===== src/rtl/pmu_event_shaper.sv =====
// ---------------------------------------------------------------------------
// pmu_event_shaper
//
// Per-tile event front end for the PMU counter array. Cores can report several
// occurrences of an event in one cycle, but each PMU counter only increments
// by at most one per cycle. This block adds each lane's increment to a small
// backlog accumulator and releases the backlog as single-cycle pulses, one per
// cycle per lane. If the backlog would exceed the accumulator range, the
// accumulator saturates and a sticky overflow flag records that counts were
// lost.
//
// Optional feature (macro PMU_EVENT_SHAPER_EDGE_EN):
//   When defined, the input edge_mode_i is added. A lane with edge_mode_i[e]=1
//   treats evt_inc_i bit 0 of that lane as a level and counts one event on each
//   0->1 transition. The upper increment bits of that lane are ignored. When the
//   macro is undefined, the port and the per-lane level flops do not exist.
//
// Ports
//   clk          counter clock
//   rst          synchronous, active-high reset
//   en_i         1: accept increments; 0: increments read as zero, backlog drains
//   flush_i      discard all backlog and same-cycle increments
//   clr_ovf_i    clear sticky overflow flags (a same-cycle overflow wins)
//   edge_mode_i  (macro only) per-lane edge-detect mode, static configuration
//   evt_inc_i    per-lane increment, lane e at [e*INC_WIDTH +: INC_WIDTH]
//   pmu_sig_o    per-lane count pulse, registered
//   ovf_o        per-lane sticky overflow, registered
//   pending_o    some lane still has a nonzero backlog, registered
//
// Interface semantics: there is no handshake. The counter array samples
// pmu_sig_o every cycle, and every cycle in which pmu_sig_o[e] is high
// represents exactly one event. All outputs come straight from flops.
// ---------------------------------------------------------------------------
module pmu_event_shaper #(
  parameter int EVENT_SIGNAL_COUNT = 23,
  parameter int INC_WIDTH          = 2,
  parameter int ACC_WIDTH          = 4
) (
  input  logic                                     clk,
  input  logic                                     rst,
  input  logic                                     en_i,
  input  logic                                     flush_i,
  input  logic                                     clr_ovf_i,
`ifdef PMU_EVENT_SHAPER_EDGE_EN
  input  logic [EVENT_SIGNAL_COUNT-1:0]            edge_mode_i,
`endif
  input  logic [EVENT_SIGNAL_COUNT*INC_WIDTH-1:0]  evt_inc_i,
  output logic [EVENT_SIGNAL_COUNT-1:0]            pmu_sig_o,
  output logic [EVENT_SIGNAL_COUNT-1:0]            ovf_o,
  output logic                                     pending_o
);

  localparam int N = EVENT_SIGNAL_COUNT;

  // The sum is computed one bit wider than the accumulator. Because
  // ACC_WIDTH >= INC_WIDTH, the largest possible sum fits without wrapping,
  // so saturation can be detected exactly.
  localparam logic [ACC_WIDTH:0] ACC_MAX_W = {1'b0, {ACC_WIDTH{1'b1}}};
  localparam logic [ACC_WIDTH:0] ONE_W     = {{ACC_WIDTH{1'b0}}, 1'b1};

  logic [ACC_WIDTH-1:0] acc_q   [N];
  logic [ACC_WIDTH-1:0] acc_d   [N];
  logic [INC_WIDTH-1:0] inc_eff [N];
  logic [ACC_WIDTH:0]   total   [N];
  logic [ACC_WIDTH:0]   rem     [N];
  logic [N-1:0]         sat_d;
  logic [N-1:0]         sig_d;
  logic [N-1:0]         ovf_d;
  logic [N-1:0]         nz_d;
  logic                 pending_d;

`ifdef PMU_EVENT_SHAPER_EDGE_EN
  // Previous level of bit 0 of each lane. It updates every cycle, independent
  // of en_i and flush_i, so edge detection never sees a stale level.
  logic [N-1:0] lvl_q;
  logic [N-1:0] lvl_now;

  always_comb begin
    lvl_now = '0;
    for (int e = 0; e < N; e++) begin
      lvl_now[e] = evt_inc_i[e*INC_WIDTH];
    end
  end

  always_ff @(posedge clk) begin
    if (rst) begin
      lvl_q <= '0;
    end else begin
      lvl_q <= lvl_now;
    end
  end
`endif

  // Select the effective increment for each lane.
  always_comb begin
    for (int e = 0; e < N; e++) begin
      inc_eff[e] = '0;
      if (en_i) begin
        inc_eff[e] = evt_inc_i[e*INC_WIDTH +: INC_WIDTH];
`ifdef PMU_EVENT_SHAPER_EDGE_EN
        if (edge_mode_i[e]) begin
          inc_eff[e]    = '0;
          inc_eff[e][0] = lvl_now[e] & ~lvl_q[e];
        end
`endif
      end
    end
  end

  // Accumulate, emit one pulse, and saturate.
  always_comb begin
    sat_d     = '0;
    sig_d     = '0;
    ovf_d     = '0;
    nz_d      = '0;
    pending_d = 1'b0;
    for (int e = 0; e < N; e++) begin
      total[e] = {1'b0, acc_q[e]}
               + {{(ACC_WIDTH + 1 - INC_WIDTH){1'b0}}, inc_eff[e]};
      rem[e]   = '0;
      if (total[e] != '0) begin
        sig_d[e] = 1'b1;
        rem[e]   = total[e] - ONE_W;
      end
      sat_d[e] = (rem[e] > ACC_MAX_W);
      acc_d[e] = sat_d[e] ? {ACC_WIDTH{1'b1}} : rem[e][ACC_WIDTH-1:0];

      // Flush discards the backlog and this cycle's increment. Because the
      // increment is discarded, it is not counted as lost, so flush cannot
      // raise an overflow.
      if (flush_i) begin
        acc_d[e] = '0;
        sig_d[e] = 1'b0;
        sat_d[e] = 1'b0;
      end

      // A new overflow in this cycle takes priority over a clear.
      ovf_d[e] = sat_d[e] | (ovf_o[e] & ~clr_ovf_i);
      nz_d[e]  = (acc_d[e] != '0);
    end
    pending_d = |nz_d;
  end

  always_ff @(posedge clk) begin
    if (rst) begin
      for (int e = 0; e < N; e++) begin
        acc_q[e] <= '0;
      end
      pmu_sig_o <= '0;
      ovf_o     <= '0;
      pending_o <= 1'b0;
    end else begin
      for (int e = 0; e < N; e++) begin
        acc_q[e] <= acc_d[e];
      end
      pmu_sig_o <= sig_d;
      ovf_o     <= ovf_d;
      pending_o <= pending_d;
    end
  end

endmodule

===== config.mk =====
export PLATFORM = sky130hd
export DESIGN_NAME = pmu_event_shaper
export DESIGN_NICKNAME = d
export VERILOG_FILES = /design/src/rtl/pmu_event_shaper.sv
export SDC_FILE = /design/constraint.sdc
export NUM_CORES = 1
export LEC_CHECK = 0
export ABC_AREA = 1
export ABC_CLOCK_PERIOD_IN_PS = 8060
export CAP_MARGIN = 20
export CORE_MARGIN = 2
export CORE_UTILIZATION = 55
export DETAILED_ROUTE_END_ITERATION = 8
export PLACE_DENSITY = 0.77
export SLEW_MARGIN = 20
export SYNTH_ARGS = -nofsm -noshare
export SYNTH_HDL_FRONTEND = slang
export SYNTH_SLANG_ARGS = --single-unit

===== constraint.sdc =====
create_clock -name clk -period 8.06 [get_ports clk]
set_input_delay 1.612 -clock clk [delete_from_list [all_inputs] [get_ports clk]]
set_output_delay 1.612 -clock clk [all_outputs]
set_load 0.005 [all_outputs]

Word-level counts from Yosys, hierarchy flattened
Memories as Yosys holds them, arrays and structs flattened.
Index checks and enable logic that the tools add are counted.

storage, ports and cells
  logic and storage cells = 355
  memory bits (writable) = 92
  bits in registers = 47
  input bits = 51
  memories kept = 1

operators by class
  bitwise operators = 70
  reduce and logical (&&, ||, !) cells = 48
  muxes and demuxes = 164
  order comparisons = 23
  add/sub/neg operators = 46

memory list
  memory  depth  bits a word  read ports  clocked after Yosys merged registers in  wr ports  RTL line  RTL
  acc_q   23     4            23          0                                        23        61        logic [ACC_WIDTH-1:0] acc_q [N];

operators with widths
  kind                                                                   number
  4-bit 2-to-1 mux                                                       69
  4-bit by 2-bit adder with 5-bit output                                 23
  5-bit by 4-bit > comparator with 1-bit output (second input constant)  23
  5-bit 2-to-1 mux                                                       23
  5-bit nonzero test                                                     23
  5-bit by 1-bit subtractor with 5-bit output (second input constant)    23
  4-bit nonzero test                                                     23
  1-bit 2-to-1 mux                                                       49
  2-bit 2-to-1 mux                                                       23
  1-bit bitwise OR                                                       46
  1-bit AND                                                              23
  23-bit OR reduction                                                    1
  2-bit OR reduction                                                     1
  1-bit NOT                                                              1

Depth between registers and ports, before layout
Gate-level depths: netlist of the first run.

  depth in word-level cells = 9
  mapped depth = 23
  gate-level depth less buffers = 21

Least setup slack after synthesis of the first run
Ideal clock, no wire load.

  path kind = input to register
  from = in en_i
  to = reg pending_o
  setup time = 0.124 ns
  slack = 3.881 ns
  stages = 19
  arrival time = 4.054 ns
  path through = clkbuf_1 > buf_1 > nand2_1 > inv_1 > ha_1 > inv_1 > fa_1 > ha_1 > nand2_2 > nor2_2 > nand2_2 > a21oi_1 > nand3_1 > nor2_1 > nand2_1 > nor2_1 > nand3_1 > nor2_1 > nor2_1

between the ends
  cells in the longest elaborated chain, start to end = 9

ends and longest elaborated chain
  what                                                                                      RTL line  RTL
  from (decl)                                                                               41        input logic en_i,
  2-bit 2-to-1 mux                                                                          98        if (en_i) begin
  4-bit by 2-bit adder with 5-bit output                                                    119       + {{(ACC_WIDTH + 1 - INC_WIDTH){1'b0}}, inc_eff[e]};
  5-bit by 1-bit subtractor with 5-bit output / 5-bit nonzero test (equally long branches)  123, 121
  5-bit 2-to-1 mux                                                                          121       if (total[e] != '0) begin
  5-bit by 4-bit > comparator with 1-bit output                                             125       sat_d[e] = (rem[e] > ACC_MAX_W);
  4-bit 2-to-1 mux                                                                          126       acc_d[e] = sat_d[e] ? {ACC_WIDTH{1'b1}} : rem[e][ACC_WIDTH-1:0];
  4-bit 2-to-1 mux                                                                          131       if (flush_i) begin
  4-bit nonzero test                                                                        139       nz_d[e] = (acc_d[e] != '0);
  23-bit OR reduction (*)                                                                   141       pending_d = |nz_d;
  to (signal assigned)                                                                      158       pending_o <= pending_d;
  to (decl)                                                                                 50        output logic pending_o

Every way passes the cells marked *; elsewhere a longest branch is shown, timed or not.
A chain may end at the register's enable or synchronous reset.

Worst setup path in the final report of the first run
Same ends and word-level chain as after synthesis.

==> results of run 1 <==
-- registers in the layout, indices dropped and copies added (netlist names) --
register	count
acc_q	92
ovf_o	23
pmu_sig_o	23
pending_o	1
-- routing by layer --
metal	global-route usage, %	wire (um)	part of all wire [%]	vias up
met4	9.14	537	2.3	0
met3	4.26	1040	4.5	41
met2	43.5	10600	46	209
met1	33.8	10800	47	4043
li1	-	-	-	4839
met5	0	0	0	-
-- per-stage QoR --
step / setup WS, ns / area [sq um]
after floorplan: 3.88 / 9510
final: 3.62 / 11300
after global placement: 3.16 / 10700
after CTS: 3.58 / 11300
after global routing: 3.27 / 11300
after detailed placement: 3.14 / 10700
-- layout make-up --
class / instances / area (sq um)
repair buffers: 101 / 996
fillers: 1568 / 5820
flip-flops and latches: 139 / 2780
multi-input cells: 1025 / 5420
inverters: 313 / 1170
clock buffers: 25 / 485
clock inverters: 7 / 160
well taps: 225 / 282
-- path summary, 6_finish.rpt --
check                     from         to  slack, ns  cells after the start
setup / recovery          en_i  pending_o       3.62                     20
hold reg to reg      ovf_o[18]  ovf_o[18]       0.47                      2
hold / removal       ovf_o[18]  ovf_o[18]       0.47                      2
setup reg to reg  acc_q[0][24]  pending_o       5.41                     16
-- cells in the final DEF, fill, tap and decap left out, types with 2 or more instances in the layout --
master             n
fa_1              23
nor3_1             6
buf_4              4
o21ai_0           13
clkinv_1           3
o22ai_1           17
clkbuf_8           3
nand2_1          458
nand3_1          198
a21oi_1           73
a31oi_1            3
clkbuf_1           5
xnor2_1            7
clkbuf_16         17
xor2_1             4
o21ai_1            3
ha_1              69
clkdlybuf4s50_1   96
clkinv_2           2
inv_1            292
o32ai_1            2
dfxtp_1          139
nor2_2            13
nand2_2           10
inv_2             18
nand4_1            7
bufinv_16          5
nor2_1           111
-- cells by family (layout without fill, tap and decap cells) --
family                   Yosys count  after routing
buffers and inverters            339            446
flip-flops                       139            139
AO/OA/AOI/OAI                    113            113
adder cells (fa/ha/maj)           92             92
AND/OR/NAND/NOR                  809            809
XOR/XNOR                          11             11
-- worst max-delay path, stage by stage --
cell	delay (ns)
buf_2	0.73
nand2_1	0.10
inv_1	0.09
ha_1	0.18
inv_1	0.06
fa_1	0.52
ha_1	0.22
nand3_1	0.09
nand2_1	0.09
inv_1	0.05
nor2_1	0.15
nor2_1	0.08
nor2_1	0.21
nand3_1	0.10
nand2_1	0.07
nand2_1	0.06
nor2_1	0.11
nand2_1	0.06
nor2_1	0.10
nor2_1	0.04
-- power groups by stage --
stage                     Sequential, mW  Combinational [mW]  Clock, mW
final                              0.776               0.650      0.870
after global routing               0.783               0.742      0.912
after CTS                          0.776               0.648      0.881
after detailed placement           0.791               0.641          0
after global placement             0.789               0.627          0
after floorplan                    0.781               0.476          0
==> flow_summary.ini, run 1 <==
[drt]
ant_nets = 0
drc_errors = 0
vias = 9132
viasPerCell = 4.98
first_iter_violations = 524
drt-total-wl_um = 23000
dr.pass1.iters = 8
wl_per_cell_um = 12.5

[placement]
dpl.hpwl_um = 16900
dpl.cell_count = 1803
port_buffers = 97
gp_congestion = 0.916

[worst_setup_path]
crit_type = in -> reg
cp-start-kind = input pin
cp.required_ns = 8.36
cp_data_arrival_time_ns = 4.74
critical_path_peak_fanout = 46
worst_setup_path_end_kind = register

[power]
internal_power_mw = 1.57
peakVddDrop_uv = 159
power.total_mw = 2.30
leakage_nw = 6.16
p_per_area_mw_per_mm2 = 203
power_switching_uw = 729
seqPwrFrac_pct = 33.8
switching_share_pct = 31.8
comb_power_share_pct = 28.3
pwr-share-clk_pct = 37.9

[synth]
synth_top_area_share_pct = 29.3
synth_edf_count = 0
ys_top_cells_by_area = dfxtp_1, nand2_1, inv_1, nand3_1, ha_1
synth_cells = 1503
ys.flop_type = dfxtp_1
synth_commonest_cells = nand2_1, inv_1, nand3_1
ys_ff_latch = 139
synth_xor_area_share_pct = 1.01
synth_nets = 1646
yosysTopAreaCell = dfxtp_1
ys_types = 35
syn_avg_cell_area_sq_um = 6.33
synthMuxAreaShare_pct = 0
synth_area_sq_mm = 0.00951
post_synth_fa_ha_maj_area_fraction_pct = 13.9
postSynth.asyncResetShare_pct = 0
synth-simple-area-share_pct = 35.7
synth_top_family_by_area = simple AND/OR/NAND/NOR gates
synth_seq_area_share_pct = 29.3
synth_compound_area_share_pct = 6.38
synth_most_common_cell = nand2_1
yosysWarningCount = 0

[sta]
hold_violations = 0
fmax_mhz = 225
worstMarginPinSlew_ns = 0.976
hold_slack_ns = 0.469
report.final.slew_viol_count = 0
period_share_pct = 55.1
final.setup.tns_ns = 0
rsz0062_at_grt = no
clock_skew_ns = 0.00589
fin_crit_ns = 4.44
setup_viol = 0
relSlewSlack_pct = 34.9

[clocking]
clkSlewWorstSetupHoldPaths_ns = 0.06
numCtsBuffers = 17
clk_latency_ns = 0.43
clock-root-buffer = clkbuf_16
cts_resized = 0
postCtsSetupRepairBufs = 0
cts_hold_buf = 0
cts_buffer_depth = 2
cts_sinks = 139
htreeDepth = 4
cts_tree = done

[floorplanning]
die-area_sq_mm = 0.0184
num_io_pins = 98
rows = 48
initial_core_util_pct = 55.6
core_sq_mm = 0.0171
die_w_um = 136
die_height_um = 136

[global_routing]
grt_pass1_vias = 8483
grt_pass1_wl_um = 38100
antenna_found_initial = 0
grt_max_degree = 47
grt_use_total_pct = 25.9
grt-ovfl-total = 0

[final_layout]
nNetsFinal = 1740
areaGrowthSynthToFinish_pct = 18.8
drive_gt1_share_pct = 4.78
postLayoutCoreUtil_pct = 66.0
stdcell_count = 1835
n_antenna_cell = 0

[worst_hold_path]
min_path_type = reg -> reg

[run]
drv_cap = 0

[outcome]
status = complete, no violations
No activity file was read; power rests on OpenSTA's default activity.
==> run 2, diff against run 1 <==
--- a/config.mk
+++ b/config.mk
@@ -6,7 +6,7 @@
 export NUM_CORES = 1
 export LEC_CHECK = 0
 export ABC_AREA = 1
-export ABC_CLOCK_PERIOD_IN_PS = 8060
+export ABC_CLOCK_PERIOD_IN_PS = 4200
 export CAP_MARGIN = 20
 export CORE_MARGIN = 2
 export CORE_UTILIZATION = 55
==> constraint.sdc (replaced) <==
create_clock -name clk -period 4.2 [get_ports clk]
set_input_delay 0.84 -clock clk [delete_from_list [all_inputs] [get_ports clk]]
set_output_delay 0.84 -clock clk [all_outputs]
set_load 0.005 [all_outputs]
==> run 2 against run 1 <==
Critical path depth down 2. Largest cell class unchanged. Via count up 1.7%. Clock power rose by 71%. Non-clock buffer count up 2. Clock-buffer cell count shrank 5. Sequential cell count unchanged. Sequential share of layout area up 0.087 points. Register-to-register slack worse by 3.9 ns.
==> flow_summary.ini, run 2 (synthesis gave the netlist of run 1 again) <==
[outcome]
status = complete, no violations

[floorplanning]
initial_core_util_pct = 55.6
die-area_sq_mm = 0.0184
die_w_um = 136
core_sq_mm = 0.0171
die_height_um = 136
num_io_pins = 98
rows = 48

[sta]
final.setup.tns_ns = 0
relSlewSlack_pct = 45.3
worstMarginPinSlew_ns = 0.820
period_share_pct = 79.0
fmax_mhz = 301
fin_ws_ns = 0.883
fin_crit_ns = 3.32
hold_slack_ns = 0.470
rsz0062_at_grt = no
clock_skew_ns = 0.00877
report.final.slew_viol_count = 0
setup_viol = 0
hold_violations = 0

[final_layout]
drive_gt1_share_pct = 5.09
areaGrowthSynthToFinish_pct = 18.4
reg.largest.list = acc_q: 92 flops, ovf_o: 23 flops, pmu_sig_o: 23 flops
multi_input_area_sq_mm = 0.00542
seq_area_sq_mm = 0.00278
layout_commonest_cell = nand2_1
stdcell_count = 1836
top_register = acc_q
postLayoutCoreUtil_pct = 65.8
largest_reg_flops = 92
nNetsFinal = 1742
n_antenna_cell = 0
final_cell_mix = nand2_1, inv_1, nand3_1
fillCellCount = 1563
design_area_sq_mm = 0.0113

[clocking]
clk_latency_ns = 0.44
htreeDepth = 4
cts_sinks = 139
clkSlewWorstSetupHoldPaths_ns = 0.06
cts_buffer_depth = 2
clock-root-buffer = clkbuf_16
cts_hold_buf = 0
cts_tree = done
postCtsSetupRepairBufs = 0
cts_resized = 0
numCtsBuffers = 17

[placement]
detailed_place.area_sq_mm = 0.0107
dpl.hpwl_um = 17000
pre_cts_ws_ns = 0.447
dpl.cell_count = 1805
gp_congestion = 0.911
port_buffers = 97

[worst_setup_path]
crit_start = evt_inc_i[38]
crit_type = in -> reg
cp_slowest_stage_delay_ns = 0.51
slowest_stage = fa_1
cp.required_ns = 4.52
r2r_cells = 15
r2r_slack_ns = 1.52
cp-start-kind = input pin
cp_data_arrival_time_ns = 3.64
crit_end = pending_o
worst_setup_path_end_kind = register
path_depth = 18
cp_common_cell = nor2_1
r2r-start = acc_q[2][8]
crit_path_cell_trace = clkdlybuf4s50_1, nand2_1, inv_1, ha_1, inv_1, fa_1, ha_1, nand3_2, nor2_4, nor2_1, nor2_1, nand3_1, nor2_1, nand2_1, nor2_1, nand3_1, nor2_1, nor2_1
regToRegEndpoint = pending_o
crit_family = simple AND/OR/NAND/NOR gates
critical_path_buf_inv_count = 3
critical_path_peak_fanout = 5

[global_routing]
grt_pass1_vias = 8634
antenna_found_initial = 0
grt_use_total_pct = 25.9
grt-ovfl-total = 0
grt_pass1_wl_um = 37800
grt_max_degree = 47

[drt]
wl_per_cell_um = 12.5
first_iter_violations = 452
dr.pass1.iters = 5
drc_errors = 0
ant_nets = 0
drt-total-wl_um = 23000
vias = 9285
viasPerCell = 5.06

[run]
drv_cap = 0

[power]
leakage_nw = 6.13
p_per_area_mw_per_mm2 = 376
peakVddDrop_uv = 296
power.total_mw = 4.24

[worst_hold_path]
min_path_type = reg -> reg
[run 2: worst min path at each step]
stage                     startpoint   endpoint  cells after the start
after floorplan             ovf_o[1]   ovf_o[1]                      2
after global placement     ovf_o[13]  ovf_o[13]                      2
after detailed placement   ovf_o[13]  ovf_o[13]                      2
after CTS                  ovf_o[13]  ovf_o[13]                      2
after global routing       ovf_o[18]  ovf_o[18]                      2
final                      ovf_o[13]  ovf_o[13]                      2
[run 2: routing by layer]
| metal | global-route usage, % | wire length [um] |
|---|---|---|
| met5 | 0 | 0 |
| met4 | 9.84 | 626 |
| met3 | 4.86 | 1200 |
| met2 | 43.6 | 10700 |
| met1 | 32.9 | 10400 |
[run 2: cell type report]
cell class	instances	share of cell area, %
Inverter	313	10.4
Sequential cell	139	24.7
Clock buffer	20	4.06
Timing Repair Buffer	103	9.09
Tap cell	225	2.50
Multi-Input combinational cell	1025	48.1
Clock inverter	11	1.08
[run 2: worst register-to-register path: cells and delay by family (launching register included)]
kind                       cells  cell delay (ns)
and+or+nand+nor               11             1.27
buffers and inverters          1             0.06
DFF                            1             0.32
adders and majority gates      3             0.92
[run 2: where the power goes]
group | switching (mW) | leakage, nW | internal [mW]
clock network | 0.594 | 0.270 | 0.898
logic | 0.762 | 4.73 | 0.494
registers | 0.0717 | 1.13 | 1.42
total | 1.43 | 6.13 | 2.81
==> run 3, diff against run 2 <==
--- a/config.mk
+++ b/config.mk
@@ -6,7 +6,7 @@
 export NUM_CORES = 1
 export LEC_CHECK = 0
 export ABC_AREA = 1
-export ABC_CLOCK_PERIOD_IN_PS = 4200
+export ABC_CLOCK_PERIOD_IN_PS = 3200
 export CAP_MARGIN = 20
 export CORE_MARGIN = 2
 export CORE_UTILIZATION = 55
==> constraint.sdc (replaced) <==
create_clock -name clk -period 3.2 [get_ports clk]
set_input_delay 0.64 -clock clk [delete_from_list [all_inputs] [get_ports clk]]
set_output_delay 0.64 -clock clk [all_outputs]
set_load 0.005 [all_outputs]
==> run 3 against run 2 <==
Clock skew shrank 0.0014 ns. Global-route usage increased by 1.4 points. Via count is 4.4% higher. Cell area is 7.0% higher. First-iteration DRC count grew 5.3%. Clock-buffer cell count unchanged. Critical path depth unchanged. Register-to-register slack worse by 0.87 ns. Non-clock buffer count increased by 104. Power up 35%.
==> flow_summary.ini, run 3 (synthesis gave the netlist of run 1 again) <==
[placement]
port_buffers = 97
dpl.cell_count = 1909
dpl.hpwl_um = 18400
gp_congestion = 0.922
detailed_place.area_sq_mm = 0.0115

[clocking]
numCtsBuffers = 17
cts_sinks = 139
clk_latency_ns = 0.44
clkSlewWorstSetupHoldPaths_ns = 0.06
htreeDepth = 4
cts_tree = done
clock-root-buffer = clkbuf_16
cts_buffer_depth = 2

[run]
drv_cap = 0

[floorplanning]
initial_core_util_pct = 55.6
rows = 48
core_sq_mm = 0.0171
die_height_um = 136
die_w_um = 136
num_io_pins = 98
die-area_sq_mm = 0.0184

[global_routing]
grt_pass1_vias = 9121
antenna_found_initial = 0
grt_pass1_wl_um = 40100
grt-ovfl-total = 0
grt_use_total_pct = 27.3
grt_max_degree = 30

[sta]
hold_slack_ns = 0.465
period_share_pct = 92.6
final.setup.tns_ns = 0
clock_skew_ns = 0.00739
fin_crit_ns = 2.96
relSlewSlack_pct = 51.9
report.final.slew_viol_count = 0
fmax_mhz = 338
setup_viol = 0
worstMarginPinSlew_ns = 0.721
rsz0062_at_grt = no
hold_violations = 0

[worst_setup_path]
critical_path_peak_fanout = 4
worst_setup_path_end_kind = register
cp.required_ns = 3.53
crit_type = in -> reg
cp-start-kind = input pin
cp_data_arrival_time_ns = 3.29

[power]
peakVddDrop_uv = 421
power_switching_mw = 1.91
internal_power_mw = 3.82
p_per_area_mw_per_mm2 = 475
switching_share_pct = 33.4
seqPwrFrac_pct = 34.2
comb_power_share_pct = 32.5
leakage_nw = 6.63
power.total_mw = 5.73
pwr-share-clk_pct = 33.3

[final_layout]
reg.largest.list = acc_q: 92 flops, ovf_o: 23 flops, pmu_sig_o: 23 flops
top_register = acc_q
design_area_sq_mm = 0.0120
largest_reg_flops = 92
n_antenna_cell = 0
layout_commonest_cell = nand2_1
stdcell_count = 1938
final_cell_mix = nand2_1, inv_1, nand3_1
areaGrowthSynthToFinish_pct = 26.6
drive_gt1_share_pct = 10.9
nNetsFinal = 1846

[drt]
wl_per_cell_um = 12.5
first_iter_violations = 476
drt-total-wl_um = 24300
ant_nets = 0
vias = 9693
viasPerCell = 5.00
drc_errors = 0
dr.pass1.iters = 5

[outcome]
status = complete, no violations

[worst_hold_path]
min_path_type = reg -> reg
[run 3: per-layer routing]
metal / vias to the layer above / wire (um) / track usage, %
li1: 5063 / - / -
met1: 4340 / 10800 / 33.9
met2: 235 / 11700 / 47.7
met3: 55 / 1170 / 4.90
met4: 0 / 597 / 9.26
met5: - / 0 / 0
[run 3: layout make-up]
| class | instances | area [sq um] |
|---|---|---|
| Timing Repair Buffer | 207 | 1830 |
| Clock buffer | 20 | 447 |
| Multi-Input combinational cell | 1025 | 5430 |
| Fill cell | 1460 | 5070 |
| Inverter | 313 | 1170 |
| Tap cell | 225 | 282 |
| Clock inverter | 9 | 100 |
| Sequential cell | 139 | 2780 |
[run 3: what timing repair did]
item / CTS / global route
buffers inserted: 0 / 0
hold buffers: 0 / 0
endpoints found under the setup margin: 0 / 1
gates resized for setup: 0 / 4
[run 3: power groups by stage]
stage	Combinational [mW]	Sequential (mW)	Clock, mW
final	1.86	1.96	1.91
after CTS	1.85	1.96	1.92
after floorplan	1.20	1.97	0
after detailed placement	1.83	1.99	0
after global placement	1.78	1.99	0
after global routing	2.12	1.97	1.98
[run 3: final timing paths]
check	depth (start not counted)	endpoint	slack, ns	from
hold / removal	2	ovf_o[18]	0.46	ovf_o[18]
hold reg to reg	2	ovf_o[18]	0.46	ovf_o[18]
setup / recovery	18	pending_o	0.24	evt_inc_i[38]
setup reg to reg	16	pending_o	0.65	acc_q[0][24]
[run 3: per-stage QoR]
step | worst slack, ns | util (%)
6_report | 0.237 | 70.4
5_1_grt | 0.00826 | 70.4
4_1_cts | 0.171 | 70.3
3_5_place_dp | -0.279 | 67.1
3_3_place_gp | -0.252 | 67.1
2_1_floorplan | 0.00854 | -
[run 3: worst max-delay path: stages]
cell	delay, ns
clkdlybuf4s50_1	0.46
nand2_1	0.05
inv_1	0.05
ha_1	0.15
inv_1	0.05
fa_1	0.51
ha_1	0.25
nand3_2	0.12
nor2_4	0.17
nor2_1	0.05
nor2_1	0.15
nand3_1	0.12
nor2_2	0.16
nand2_1	0.07
nor2_1	0.08
nand3_1	0.07
nor2_1	0.08
nor2_1	0.04
